==> src/rtl/spi_slave_mem_bridge_pkg.sv <==
// Shared definitions for the SPI slave memory bridge: opcodes, FSM states, wire address size.
// Opcodes match spi_master so both ends speak the same command set.
package spi_slave_mem_bridge_pkg;

    localparam logic [7:0] CMD_WRITE = 8'h02;
    localparam logic [7:0] CMD_READ  = 8'h03;
    localparam logic [7:0] CMD_RDSR  = 8'h05;

    localparam int unsigned BYTE_W      = 8;
    localparam int unsigned ADDR_BYTES  = 2;
    localparam int unsigned WIRE_ADDR_W = ADDR_BYTES * BYTE_W;
    localparam int unsigned BIT_CNT_W   = 3;

    typedef enum logic [2:0] {
        ST_IDLE,
        ST_CMD,
        ST_ADDR_HI,
        ST_ADDR_LO,
        ST_WRITE,
        ST_READ,
        ST_IGNORE
    } state_e;

endpackage

==> src/rtl/spi_slave_mem_bridge_if.sv <==
// Byte-wide synchronous memory port between the bridge (master) and a local SRAM (slave).
interface spi_slave_mem_bridge_if #(
    parameter int unsigned ADDR_WIDTH = 16
);
    logic                  mem_req_o;
    logic                  mem_we_o;
    logic [ADDR_WIDTH-1:0] mem_addr_o;
    logic [7:0]            mem_wdata_o;
    logic [7:0]            mem_rdata_i;

    modport master (
        output mem_req_o, mem_we_o, mem_addr_o, mem_wdata_o,
        input  mem_rdata_i
    );

    modport slave (
        input  mem_req_o, mem_we_o, mem_addr_o, mem_wdata_o,
        output mem_rdata_i
    );
endinterface

==> src/rtl/spi_slave_mem_bridge_sync.sv <==
// Synchronizers for SCLK/CS/MOSI into the core clock plus SCLK rise/fall pulse detection.
module spi_slave_sync #(
    parameter int unsigned SYNC_STAGES = 2
) (
    input  logic clk_core_i,
    input  logic rst_n_i,
    input  logic spi_sclk_i,
    input  logic spi_cs_i,
    input  logic spi_mosi_i,
    output logic sclk_rise_c,
    output logic sclk_fall_c,
    output logic cs_sync_o,
    output logic mosi_sync_o
);
    localparam int unsigned STAGES = (SYNC_STAGES < 2) ? 2 : SYNC_STAGES;

    logic [STAGES-1:0] sclk_q, sclk_d;
    logic [STAGES-1:0] cs_q,   cs_d;
    logic [STAGES-1:0] mosi_q, mosi_d;
    logic              sclk_prev_q, sclk_prev_d;

    always_comb begin
        sclk_d      = {sclk_q[STAGES-2:0], spi_sclk_i};
        cs_d        = {cs_q[STAGES-2:0],   spi_cs_i};
        mosi_d      = {mosi_q[STAGES-2:0], spi_mosi_i};
        sclk_prev_d = sclk_q[STAGES-1];
    end

    // CS chains reset to the deasserted level so reset never looks like a selection
    always_ff @(posedge clk_core_i or negedge rst_n_i) begin
        if (!rst_n_i) begin
            sclk_q      <= '0;
            cs_q        <= '1;
            mosi_q      <= '0;
            sclk_prev_q <= 1'b0;
        end else begin
            sclk_q      <= sclk_d;
            cs_q        <= cs_d;
            mosi_q      <= mosi_d;
            sclk_prev_q <= sclk_prev_d;
        end
    end

    assign sclk_rise_c = sclk_q[STAGES-1] & ~sclk_prev_q;
    assign sclk_fall_c = ~sclk_q[STAGES-1] & sclk_prev_q;
    assign cs_sync_o   = cs_q[STAGES-1];
    assign mosi_sync_o = mosi_q[STAGES-1];

endmodule

==> src/rtl/spi_slave_mem_bridge.sv <==
// SPI mode-0 slave bridging WRITE/READ bursts onto a byte-wide synchronous memory port.
// Optional status register read (opcode 0x05) built when SPI_SLAVE_STATUS_EN is defined.
module spi_slave_mem_bridge
    import spi_slave_mem_bridge_pkg::*;
#(
    parameter int unsigned ADDR_WIDTH  = 16,
    parameter int unsigned SYNC_STAGES = 2
) (
    input  logic                   clk_core_i,
    input  logic                   rst_n_i,
    input  logic                   spi_sclk_i,
    input  logic                   spi_cs_i,
    input  logic                   spi_mosi_i,
    output logic                   spi_miso_o,
    output logic                   spi_miso_oe_o,
    spi_slave_mem_bridge_if.master mem,
    output logic                   busy_o
);

    logic rise_c, fall_c, cs_s, mosi_s;

    spi_slave_sync #(.SYNC_STAGES(SYNC_STAGES)) u_sync (
        .clk_core_i  (clk_core_i),
        .rst_n_i     (rst_n_i),
        .spi_sclk_i  (spi_sclk_i),
        .spi_cs_i    (spi_cs_i),
        .spi_mosi_i  (spi_mosi_i),
        .sclk_rise_c (rise_c),
        .sclk_fall_c (fall_c),
        .cs_sync_o   (cs_s),
        .mosi_sync_o (mosi_s)
    );

    state_e                 state_q,    state_d;
    logic [BIT_CNT_W-1:0]   bit_cnt_q,  bit_cnt_d;
    logic [BYTE_W-2:0]      mosi_sh_q,  mosi_sh_d;
    logic [BYTE_W-1:0]      addr_hi_q,  addr_hi_d;
    logic                   is_write_q, is_write_d;
    logic [ADDR_WIDTH-1:0]  ptr_q,      ptr_d;
    logic [BYTE_W-1:0]      miso_sh_q,  miso_sh_d;
    logic                   miso_q,     miso_d;
    logic                   oe_q,       oe_d;
    logic                   req_q,      req_d;
    logic                   we_q,       we_d;
    logic [ADDR_WIDTH-1:0]  maddr_q,    maddr_d;
    logic [BYTE_W-1:0]      wdata_q,    wdata_d;
    logic                   busy_q,     busy_d;
    logic                   rd_load_q,  rd_load_d;

    logic [BYTE_W-1:0]      byte_c;
    logic                   byte_done_c;
    logic [WIRE_ADDR_W-1:0] wire_addr_c;
    logic [ADDR_WIDTH-1:0]  addr_c;

`ifdef SPI_SLAVE_STATUS_EN
    logic              illegal_q, illegal_d;
    logic              wdone_q,   wdone_d;
    logic              rdsr_q,    rdsr_d;
    logic [BYTE_W-1:0] status_c;
    assign status_c = {6'b0, illegal_q, wdone_q};
`endif

    assign byte_c      = {mosi_sh_q, mosi_s};
    assign byte_done_c = rise_c && (bit_cnt_q == BIT_CNT_W'(7));
    assign wire_addr_c = {addr_hi_q, byte_c};
    assign addr_c      = ADDR_WIDTH'(wire_addr_c);

    always_comb begin
        state_d    = state_q;
        bit_cnt_d  = bit_cnt_q;
        mosi_sh_d  = mosi_sh_q;
        addr_hi_d  = addr_hi_q;
        is_write_d = is_write_q;
        ptr_d      = ptr_q;
        miso_sh_d  = miso_sh_q;
        miso_d     = miso_q;
        oe_d       = oe_q;
        req_d      = 1'b0;
        we_d       = we_q;
        maddr_d    = maddr_q;
        wdata_d    = wdata_q;
        busy_d     = ~cs_s;
        rd_load_d  = req_q & ~we_q & (state_q == ST_READ);
`ifdef SPI_SLAVE_STATUS_EN
        illegal_d  = illegal_q;
        wdone_d    = wdone_q;
        rdsr_d     = rdsr_q;
`endif

        // Memory answers one clk after the strobe; drop it if the transfer was aborted
        if (rd_load_q && (state_q == ST_READ)) begin
            miso_sh_d = mem.mem_rdata_i;
        end

        if ((state_q != ST_IDLE) && cs_s) begin
            state_d   = ST_IDLE;
            bit_cnt_d = '0;
            oe_d      = 1'b0;
            miso_d    = 1'b0;
`ifdef SPI_SLAVE_STATUS_EN
            if (rdsr_q) begin
                illegal_d = 1'b0;
                wdone_d   = 1'b0;
            end
            rdsr_d = 1'b0;
`endif
        end else begin
            if ((state_q != ST_IDLE) && rise_c) begin
                mosi_sh_d = byte_c[BYTE_W-2:0];
                bit_cnt_d = bit_cnt_q + BIT_CNT_W'(1);
            end

            case (state_q)
                ST_IDLE: begin
                    if (!cs_s) begin
                        state_d   = ST_CMD;
                        bit_cnt_d = '0;
                    end
                end
                ST_CMD: begin
                    if (byte_done_c) begin
                        if ((byte_c == CMD_WRITE) || (byte_c == CMD_READ)) begin
                            state_d    = ST_ADDR_HI;
                            is_write_d = (byte_c == CMD_WRITE);
`ifdef SPI_SLAVE_STATUS_EN
                        end else if (byte_c == CMD_RDSR) begin
                            state_d   = ST_READ;
                            oe_d      = 1'b1;
                            miso_sh_d = status_c;
                            rdsr_d    = 1'b1;
`endif
                        end else begin
                            state_d = ST_IGNORE;
`ifdef SPI_SLAVE_STATUS_EN
                            illegal_d = 1'b1;
`endif
                        end
                    end
                end
                ST_ADDR_HI: begin
                    if (byte_done_c) begin
                        addr_hi_d = byte_c;
                        state_d   = ST_ADDR_LO;
                    end
                end
                ST_ADDR_LO: begin
                    if (byte_done_c) begin
                        if (is_write_q) begin
                            ptr_d   = addr_c;
                            state_d = ST_WRITE;
                        end else begin
                            req_d   = 1'b1;
                            we_d    = 1'b0;
                            maddr_d = addr_c;
                            ptr_d   = addr_c + ADDR_WIDTH'(1);
                            oe_d    = 1'b1;
                            state_d = ST_READ;
                        end
                    end
                end
                ST_WRITE: begin
                    if (byte_done_c) begin
                        req_d   = 1'b1;
                        we_d    = 1'b1;
                        maddr_d = ptr_q;
                        wdata_d = byte_c;
                        ptr_d   = ptr_q + ADDR_WIDTH'(1);
`ifdef SPI_SLAVE_STATUS_EN
                        wdone_d = 1'b1;
`endif
                    end
                end
                ST_READ: begin
                    if (fall_c) begin
                        miso_d    = miso_sh_q[BYTE_W-1];
                        miso_sh_d = {miso_sh_q[BYTE_W-2:0], 1'b0};
                    end
                    if (byte_done_c) begin
`ifdef SPI_SLAVE_STATUS_EN
                        if (rdsr_q) begin
                            miso_sh_d = status_c;
                        end else begin
                            req_d   = 1'b1;
                            we_d    = 1'b0;
                            maddr_d = ptr_q;
                            ptr_d   = ptr_q + ADDR_WIDTH'(1);
                        end
`else
                        req_d   = 1'b1;
                        we_d    = 1'b0;
                        maddr_d = ptr_q;
                        ptr_d   = ptr_q + ADDR_WIDTH'(1);
`endif
                    end
                end
                ST_IGNORE: begin
                end
                default: begin
                    state_d = ST_IDLE;
                end
            endcase
        end
    end

    always_ff @(posedge clk_core_i or negedge rst_n_i) begin
        if (!rst_n_i) begin
            state_q    <= ST_IDLE;
            bit_cnt_q  <= '0;
            mosi_sh_q  <= '0;
            addr_hi_q  <= '0;
            is_write_q <= 1'b0;
            ptr_q      <= '0;
            miso_sh_q  <= '0;
            miso_q     <= 1'b0;
            oe_q       <= 1'b0;
            req_q      <= 1'b0;
            we_q       <= 1'b0;
            maddr_q    <= '0;
            wdata_q    <= '0;
            busy_q     <= 1'b0;
            rd_load_q  <= 1'b0;
`ifdef SPI_SLAVE_STATUS_EN
            illegal_q  <= 1'b0;
            wdone_q    <= 1'b0;
            rdsr_q     <= 1'b0;
`endif
        end else begin
            state_q    <= state_d;
            bit_cnt_q  <= bit_cnt_d;
            mosi_sh_q  <= mosi_sh_d;
            addr_hi_q  <= addr_hi_d;
            is_write_q <= is_write_d;
            ptr_q      <= ptr_d;
            miso_sh_q  <= miso_sh_d;
            miso_q     <= miso_d;
            oe_q       <= oe_d;
            req_q      <= req_d;
            we_q       <= we_d;
            maddr_q    <= maddr_d;
            wdata_q    <= wdata_d;
            busy_q     <= busy_d;
            rd_load_q  <= rd_load_d;
`ifdef SPI_SLAVE_STATUS_EN
            illegal_q  <= illegal_d;
            wdone_q    <= wdone_d;
            rdsr_q     <= rdsr_d;
`endif
        end
    end

    assign spi_miso_o      = miso_q;
    assign spi_miso_oe_o   = oe_q;
    assign busy_o          = busy_q;
    assign mem.mem_req_o   = req_q;
    assign mem.mem_we_o    = we_q;
    assign mem.mem_addr_o  = maddr_q;
    assign mem.mem_wdata_o = wdata_q;

endmodule

==> src/flat_wrapper.sv <==
// flat-port wrapper written by rule: the top's interface ports become plain ports
module spi_slave_mem_bridge_flat import spi_slave_mem_bridge_pkg::*;
#(
    parameter int unsigned ADDR_WIDTH  = 16,
    parameter int unsigned SYNC_STAGES = 2
)
  (clk_core_i, rst_n_i, spi_sclk_i, spi_cs_i, spi_mosi_i, spi_miso_o, spi_miso_oe_o, busy_o, mem_mem_req_o, mem_mem_we_o, mem_mem_addr_o, mem_mem_wdata_o, mem_mem_rdata_i);
  spi_slave_mem_bridge_if #(.ADDR_WIDTH(ADDR_WIDTH)) mem_i ();
  input  logic clk_core_i;
  input  logic rst_n_i;
  input  logic spi_sclk_i;
  input  logic spi_cs_i;
  input  logic spi_mosi_i;
  output logic spi_miso_o;
  output logic spi_miso_oe_o;
  output logic busy_o;
  output wire logic [$bits(mem_i.mem_req_o)-1:0] mem_mem_req_o;
  output wire logic [$bits(mem_i.mem_we_o)-1:0] mem_mem_we_o;
  output wire logic [$bits(mem_i.mem_addr_o)-1:0] mem_mem_addr_o;
  output wire logic [$bits(mem_i.mem_wdata_o)-1:0] mem_mem_wdata_o;
  input wire logic [$bits(mem_i.mem_rdata_i)-1:0] mem_mem_rdata_i;
  assign mem_mem_req_o = mem_i.mem_req_o;
  assign mem_mem_we_o = mem_i.mem_we_o;
  assign mem_mem_addr_o = mem_i.mem_addr_o;
  assign mem_mem_wdata_o = mem_i.mem_wdata_o;
  assign mem_i.mem_rdata_i = mem_mem_rdata_i;
  spi_slave_mem_bridge #(.ADDR_WIDTH(ADDR_WIDTH), .SYNC_STAGES(SYNC_STAGES)) u_core (.clk_core_i(clk_core_i), .rst_n_i(rst_n_i), .spi_sclk_i(spi_sclk_i), .spi_cs_i(spi_cs_i), .spi_mosi_i(spi_mosi_i), .spi_miso_o(spi_miso_o), .spi_miso_oe_o(spi_miso_oe_o), .mem(mem_i), .busy_o(busy_o));
endmodule
==> config.mk <==
export PLATFORM = sky130hd
export DESIGN_NAME = spi_slave_mem_bridge_flat
export DESIGN_NICKNAME = d
export VERILOG_FILES = /design/src/rtl/spi_slave_mem_bridge_pkg.sv /design/src/rtl/spi_slave_mem_bridge_if.sv /design/src/rtl/spi_slave_mem_bridge_sync.sv /design/src/rtl/spi_slave_mem_bridge.sv /design/src/flat_wrapper.sv
export SDC_FILE = /design/constraint.sdc
export NUM_CORES = 1
export LEC_CHECK = 0
export CAP_MARGIN = 15
export CORE_MARGIN = 1.5
export CORE_UTILIZATION = 61
export CTS_CLUSTER_DIAMETER = 120
export CTS_CLUSTER_SIZE = 14
export DETAILED_ROUTE_END_ITERATION = 16
export GPL_ROUTABILITY_DRIVEN = 0
export PLACE_DENSITY_LB_ADDON = 0.05
export SETUP_SLACK_MARGIN = 0.15
export SYNTH_ARGS = -nofsm -noshare
export SYNTH_HDL_FRONTEND = slang
export SYNTH_SLANG_ARGS = --single-unit
export TNS_END_PERCENT = 20
==> constraint.sdc <==
create_clock -name clk_core_i -period 3.66 [get_ports clk_core_i]
set_clock_uncertainty 0.1 [all_clocks]
set_input_delay 1.098 -clock clk_core_i [delete_from_list [all_inputs] [get_ports clk_core_i]]
set_output_delay 1.098 -clock clk_core_i [all_outputs]
set_load 0.02 [all_outputs]
==> results of run 1 <==
## report_power, final
part	internal, uW	leakage [uW]	switching, uW	total (uW)
sequential	941	0.00109	71.1	1010
combinational	60.9	0.000983	65.5	126
clock	303	0.0000956	325	628
## placed cells by master, fill, tap and decap left out, types with 2 or more instances in the layout
cell,count
a21oi_1,20
ha_1,5
clkdlybuf4s50_1,40
nor2_4,2
or3_1,4
mux2i_1,26
a21o_1,2
a211oi_1,3
nand2b_1,2
nand3_2,2
a31oi_1,3
mux2_2,21
xnor2_1,5
nor3_1,7
clkbuf_8,12
o21ai_0,42
nand4b_1,2
buf_4,3
dfrtp_1,81
inv_1,6
a22oi_1,3
nor4_1,7
o311ai_0,2
nor2_1,21
nor2b_1,3
o22ai_1,2
nor4_2,2
nand2_1,44
and3_1,2
dfstp_2,2
and4b_1,3
xor2_1,8
nand4_1,8
and2_1,2
nand3_1,18
o21ai_1,3
## per-stage QoR
step	setup WS, ns	utilization (%)	cell area, um2	cells	total power [uW]
2_1_floorplan	1.718	-	4262	413	1099
3_3_place_gp	1.211	68.70	4642	510	1151
3_5_place_dp	1.198	68.70	4642	510	1155
4_1_cts	1.078	71.52	4832	526	1777
5_1_grt	0.8627	71.52	4832	526	1836
6_report	1.095	71.52	4832	526	1767
## logic make-up (layout without fill, tap and decap cells)
logic type | count (synthesis) | count (layout)
adder cells (fa/ha/maj) | 5 | 5
AND/OR/NAND/NOR | 139 | 139
AO/OA/AOI/OAI | 94 | 94
buffers and inverters | 32 | 65
XOR/XNOR | 13 | 13
multiplexers | 47 | 47
flip-flops | 83 | 83
## routing by layer
| metal | up-vias | wire [um] |
|---|---|---|
| met3 | 14 | 507 |
| met1 | 1670 | 4324 |
| met2 | 125 | 4633 |
| li1 | 1553 | - |
| met5 | - | 0 |
| met4 | 0 | 114 |
## cells in the mapped netlist, types with 2 or more instances
library cell	number	share of area (%)
dfrtp_1	81	48
buf_2	15	1.8
xnor2_1	5	1.0
a211oi_1	3	0.53
o21ai_1	3	0.35
a21oi_1	20	2.3
nand2b_1	2	0.29
nand4_1	8	1.2
a21o_1	2	0.35
xor2_1	8	1.6
or3_1	4	0.59
nand3_1	18	2.1
nor3_1	7	0.82
nor4_2	2	0.59
mux2i_1	26	6.1
and2_1	2	0.29
and4b_1	3	0.70
clkbuf_1	7	0.62
dfstp_2	2	1.2
nor2_4	2	0.53
nand3_2	2	0.47
and3_1	2	0.29
inv_1	6	0.53
ha_1	5	1.5
o311ai_0	2	0.41
mux2_2	21	5.5
a31oi_1	3	0.44
o21ai_0	42	4.9
nand2_1	44	3.9
nor2_1	21	1.8
nor2b_1	3	0.44
buf_6	3	0.79
a22oi_1	3	0.53
nor4_1	7	1.0
o22ai_1	2	0.29
nand4b_1	2	0.41
## worst max-delay path by stage
stage / cells past startpoint / endpoint / slack [ns]
6_report: 1 / mem_mem_we_o / 1.10
5_1_grt: 5 / u_core.mem.mem_addr_o[7] / 0.86
4_1_cts: 1 / mem_mem_we_o / 1.08
3_5_place_dp: 5 / u_core.mem.mem_addr_o[6] / 1.20
3_3_place_gp: 4 / u_core.mem.mem_wdata_o[7] / 1.21
2_1_floorplan: 7 / u_core.mem.mem_wdata_o[0] / 1.72
## registers in the layout, summed over array words and instances (netlist names), 2 cells and up
register,count
u_core.addr_hi_q,8
u_core.bit_cnt_q,3
u_core.u_sync.cs_q,2
u_core.miso_sh_q,8
u_core.u_sync.mosi_q,2
u_core.ptr_q,16
u_core.u_sync.sclk_q,2
u_core.mosi_sh_q,7
u_core.mem.mem_wdata_o,8
u_core.mem.mem_addr_o,16
u_core.state_q,3
## cell type report
class | instances | area [um2]
flip-flops and latches | 83 | 2079
fillers | 534 | 1924
inverters | 6 | 22.52
well taps | 80 | 100.1
clock buffers | 13 | 168.9
clock inverters | 3 | 21.27
repair buffers | 43 | 422.9
multi-input cells | 298 | 2017
==> metrics.csv, run 1 <==
metric;value;unit
syn_nets;431;
Die Height;86.59;um
main combinational cell family by area after synthesis;simple AND/OR/NAND/NOR gates;
predominant post-synthesis flop cell;dfrtp_1;
Crit path required time;2.46;ns
wire per inst;18.21;um
DRT antenna net count;0;
Final Hold Fails;0;
TritonCTS clock tree;done;
min-delay src;u_core.u_sync.mosi_q[0];
count of input and output buffers;41;
initial core utilization;63.07;%
Diodes inserted;0;
crit-path max cell delay;0.62;ns
yosys warns;0;
DR pass1 iterations;5;
Worst Reg-to-Reg Cells;4;
Num CTS Buffers;9;
Cell Chain, Critical Path;clkdlybuf4s50_1;
slew at the pin closest to its max-slew limit;1.019;ns
register-to-register setup slack;1.17;ns
Hold WS;0.2571;ns
top-level I/O count;42;
Die X;86.59;um
Root Driver;clkbuf_8;
TNS Setup;0;ns
Period minus WS final;2.565;ns
Pleak;0.002172;uW
post-synthesis cell type count;61;
M3 GR Usage;4.952;%
Seq/Total Area, Yosys;48.80;%
core area;0.006756;mm2
Synth Area in XOR/XNOR;2.672;%
Reg clk slew, reported paths;0.08;ns
first-pass GRT wire length;16360;um
Post-Route WL;9579;um
met1 Use GR;40.33;%
Clock Sinks;83;
final setup fails;0;
global route hottest layer;met2;
clock buffer depth;2;
adder-cell share of the synthesized area;1.468;%
PwrDens;365.6;mW/mm2
Post-synth EDFFs;0;
die area;0.007497;mm2
Setup crit start;u_core.mem.mem_we_o;
Yosys reg bits;83;
DR iter-0 viols;341;
Synth Area in Simple Gates;18.12;%
layout cells sized above 1;13.00;%
synthesized cell area;0.004262;mm2
RSZ-0062 raised after global routing;false;
Max-slew headroom;32.09;%
Synth async-reset ratio;100.0;%
Row Count;30;
crit share post-route;70.08;%
critical path arrival;1.37;ns
worst r2r dst;u_core.mem.mem_wdata_o[5];
setup bufs post-CTS;0;
Slew Limit Fails;0;
worst skew pair latency;0.35;ns
Critical R2R Launch;u_core.state_q[2];
fin nets;459;
grt ovf;0;
largest net degree at the start of global routing;84;
Hold Path Sink;u_core.u_sync.mosi_q[1];
met2 Use GR;44.25;%
H-Tree Level Count;3;
Slowest-stage cell, CP;clkdlybuf4s50_1;
Worst Path Buf+Inv;1;
Post-CTS Hold Buffers;0;
CP Capture Type;output pin;
area delta synth->final;13.39;%
PostCTS Resize Cnt;0;
Worst setup SP type;flop;
fmax;0.3899;GHz
outcome;completed;
Synth Instances;413;
DRC viols;0;
Crit Path Class;flop to output pin;
Via density;6.392;
Tot GR Track Use;28.23;%
max_cap viols;0;
class of the worst hold path;flop to flop;
Crit Path Max Fanout;3;
Hold Path Depth;0;
maximum vdd drop;0.3395;mV
via count;3362;
cell family with most CP delay;buffers and inverters;
Mean Syn Cell Area;10.32;um2
vias in the first global route;3281;
hpwl dp;6542;um
Compound-Gate Fraction of Synth Area;13.42;%
multiplexer share of the synthesized area;11.66;%
initial antenna violation count;0;
Power figures use the tool's default switching activity.
==> run 2, diff against run 1 <==
--- a/config.mk
+++ b/config.mk
@@ -7,7 +7,7 @@
 export LEC_CHECK = 0
 export CAP_MARGIN = 15
 export CORE_MARGIN = 1.5
-export CORE_UTILIZATION = 61
+export CORE_UTILIZATION = 57
 export CTS_CLUSTER_DIAMETER = 120
 export CTS_CLUSTER_SIZE = 14
 export DETAILED_ROUTE_END_ITERATION = 16
==> constraint.sdc (replaced) <==
create_clock -name clk_core_i -period 2.4 [get_ports clk_core_i]
set_clock_uncertainty 0.1 [all_clocks]
set_input_delay 0.72 -clock clk_core_i [delete_from_list [all_inputs] [get_ports clk_core_i]]
set_output_delay 0.72 -clock clk_core_i [all_outputs]
set_load 0.02 [all_outputs]
==> metrics.csv, run 2 (synthesis gave the netlist of run 1 again) <==
metric;value;unit
maximum vdd drop;0.4530;mV
Reg clk slew, reported paths;0.10;ns
Sequential Power Share;51.1;%
H-Tree Level Count;3;
setup bufs post-CTS;0;
combinational fraction of design power;9.4;%
fmax;0.4579;GHz
Period minus WS final;2.184;ns
switching power;783.8;uW
clock buffer depth;2;
area delta synth->final;17.97;%
via count;3362;
Crit Path Max Fanout;3;
RSZ-0062 raised after global routing;false;
Worst Path Buf+Inv;1;
most common cell after layout, fill and taps aside;dfrtp_1;
Int Pwr;2158;uW
initial antenna violation count;0;
Clock Sinks;83;
outcome;completed;
initial core utilization;58.75;%
PostCTS Resize Cnt;0;
Die Height;89.47;um
Diodes inserted;0;
Tot GR Track Use;27.01;%
DRT antenna net count;0;
TritonCTS clock tree;done;
max_cap viols;0;
Post-CTS Hold Buffers;0;
grt ovf;0;
Clock power frac;39.6;%
crit share post-route;90.99;%
core area;0.007253;mm2
DRC viols;0;
layout cells sized above 1;16.23;%
Die X;89.47;um
Max-slew headroom;66.24;%
Pleak;0.002272;uW
Slowest-stage cell, CP;clkdlybuf4s50_1;
most frequent cells in the layout;dfrtp_1 (81), nand2_1 (44), o21ai_0 (42), clkdlybuf4s50_1 (40), mux2i_1 (26);
Cell Count, Final, Fillers Out;561;
Row Count;31;
DP Worst Slack;0.2775;ns
Via density;5.993;
fin nets;475;
Worst setup SP type;flop;
setup slack after layout;0.2163;ns
wire per inst;17.57;um
die area;0.008004;mm2
CP Capture Type;output pin;
total power;2942;uW
Crit Path Class;flop to output pin;
vias in the first global route;3162;
PwrDens;585.2;mW/mm2
hpwl dp;7097;um
largest net degree at the start of global routing;43;
DR pass1 iterations;4;
Num CTS Buffers;9;
DR iter-0 viols;317;
first-pass GRT wire length;16150;um
sw frac;26.64;%
placed cells;545;
top-level I/O count;42;
slew at the pin closest to its max-slew limit;0.5064;ns
Cell Chain, Critical Path;clkdlybuf4s50_1;
Final Hold Fails;0;
post-layout util;69.31;%
count of input and output buffers;41;
crit-path max cell delay;0.63;ns
final setup fails;0;
Slew Limit Fails;0;
critical path arrival;1.36;ns
cell family with most CP delay;buffers and inverters;
class of the worst hold path;input pin to async pin;
worst skew pair latency;0.36;ns
Post-Route WL;9857;um
Root Driver;clkbuf_8;
Crit path required time;1.58;ns
TNS Setup;0;ns
[run 2: cell types whose count changed in the layout (fill, tap and decap cells not counted)]
cell       change
inv_8          +1
clkbuf_8       -3
bufinv_16      +2
buf_4         +15
buf_12         +1
clkinv_2       -1
clkbuf_1       -1
inv_6          +2
[run 2: worst paths after layout]
check                                            from  cells after the start                         to  slack (ns)
max in group asynchronous                     rst_n_i                      2          u_core.is_write_q        1.46
worst min-delay path                          rst_n_i                      1  u_core.mem.mem_addr_o[11]        0.12
worst min register to register  u_core.u_sync.cs_q[0]                      0      u_core.u_sync.cs_q[1]        0.26
worst max-delay path              u_core.mem.mem_we_o                      1               mem_mem_we_o        0.22
worst max register to register    u_core.bit_cnt_q[0]                      7            u_core.ptr_q[4]        0.26
min in group clk_core_i         u_core.u_sync.cs_q[0]                      0      u_core.u_sync.cs_q[1]        0.26
[run 2: power groups by stage]
| stage | sequential, uW | combinational [uW] | clock, uW |
|---|---|---|---|
| floorplan | 1490 | 191 | 0 |
| global placement | 1520 | 271 | 0 |
| detailed placement | 1530 | 275 | 0 |
| CTS | 1500 | 278 | 1190 |
| global route | 1510 | 309 | 1230 |
| finish | 1500 | 275 | 1160 |
[run 2: per-stage QoR]
step | cell area (um2) | hold slack, ns
floorplan | 4262 | 0.2312
global placement | 4798 | 0.2321
detailed placement | 4798 | 0.2464
CTS | 5027 | 0.1181
global route | 5027 | 0.1250
finish | 5027 | 0.1202
[run 2: layout make-up]
type	instances	area (um2)
Clock buffer	9	123.9
Clock inverter	7	105.1
Fill cell	596	2226
Inverter	6	22.52
Multi-Input combinational cell	298	2017
Sequential cell	83	2079
Tap cell	99	123.9
Timing Repair Buffer	59	555.5
[run 2: layer usage]
layer  global-route usage, %  part of all wire [%]  up-vias
met3                   5.355                   4.2       20
met4                   9.510                   2.2        0
met2                   40.26                    47       97
met1                   39.45                    47     1664
li1                        -                     -     1581
met5                       0                     0        -
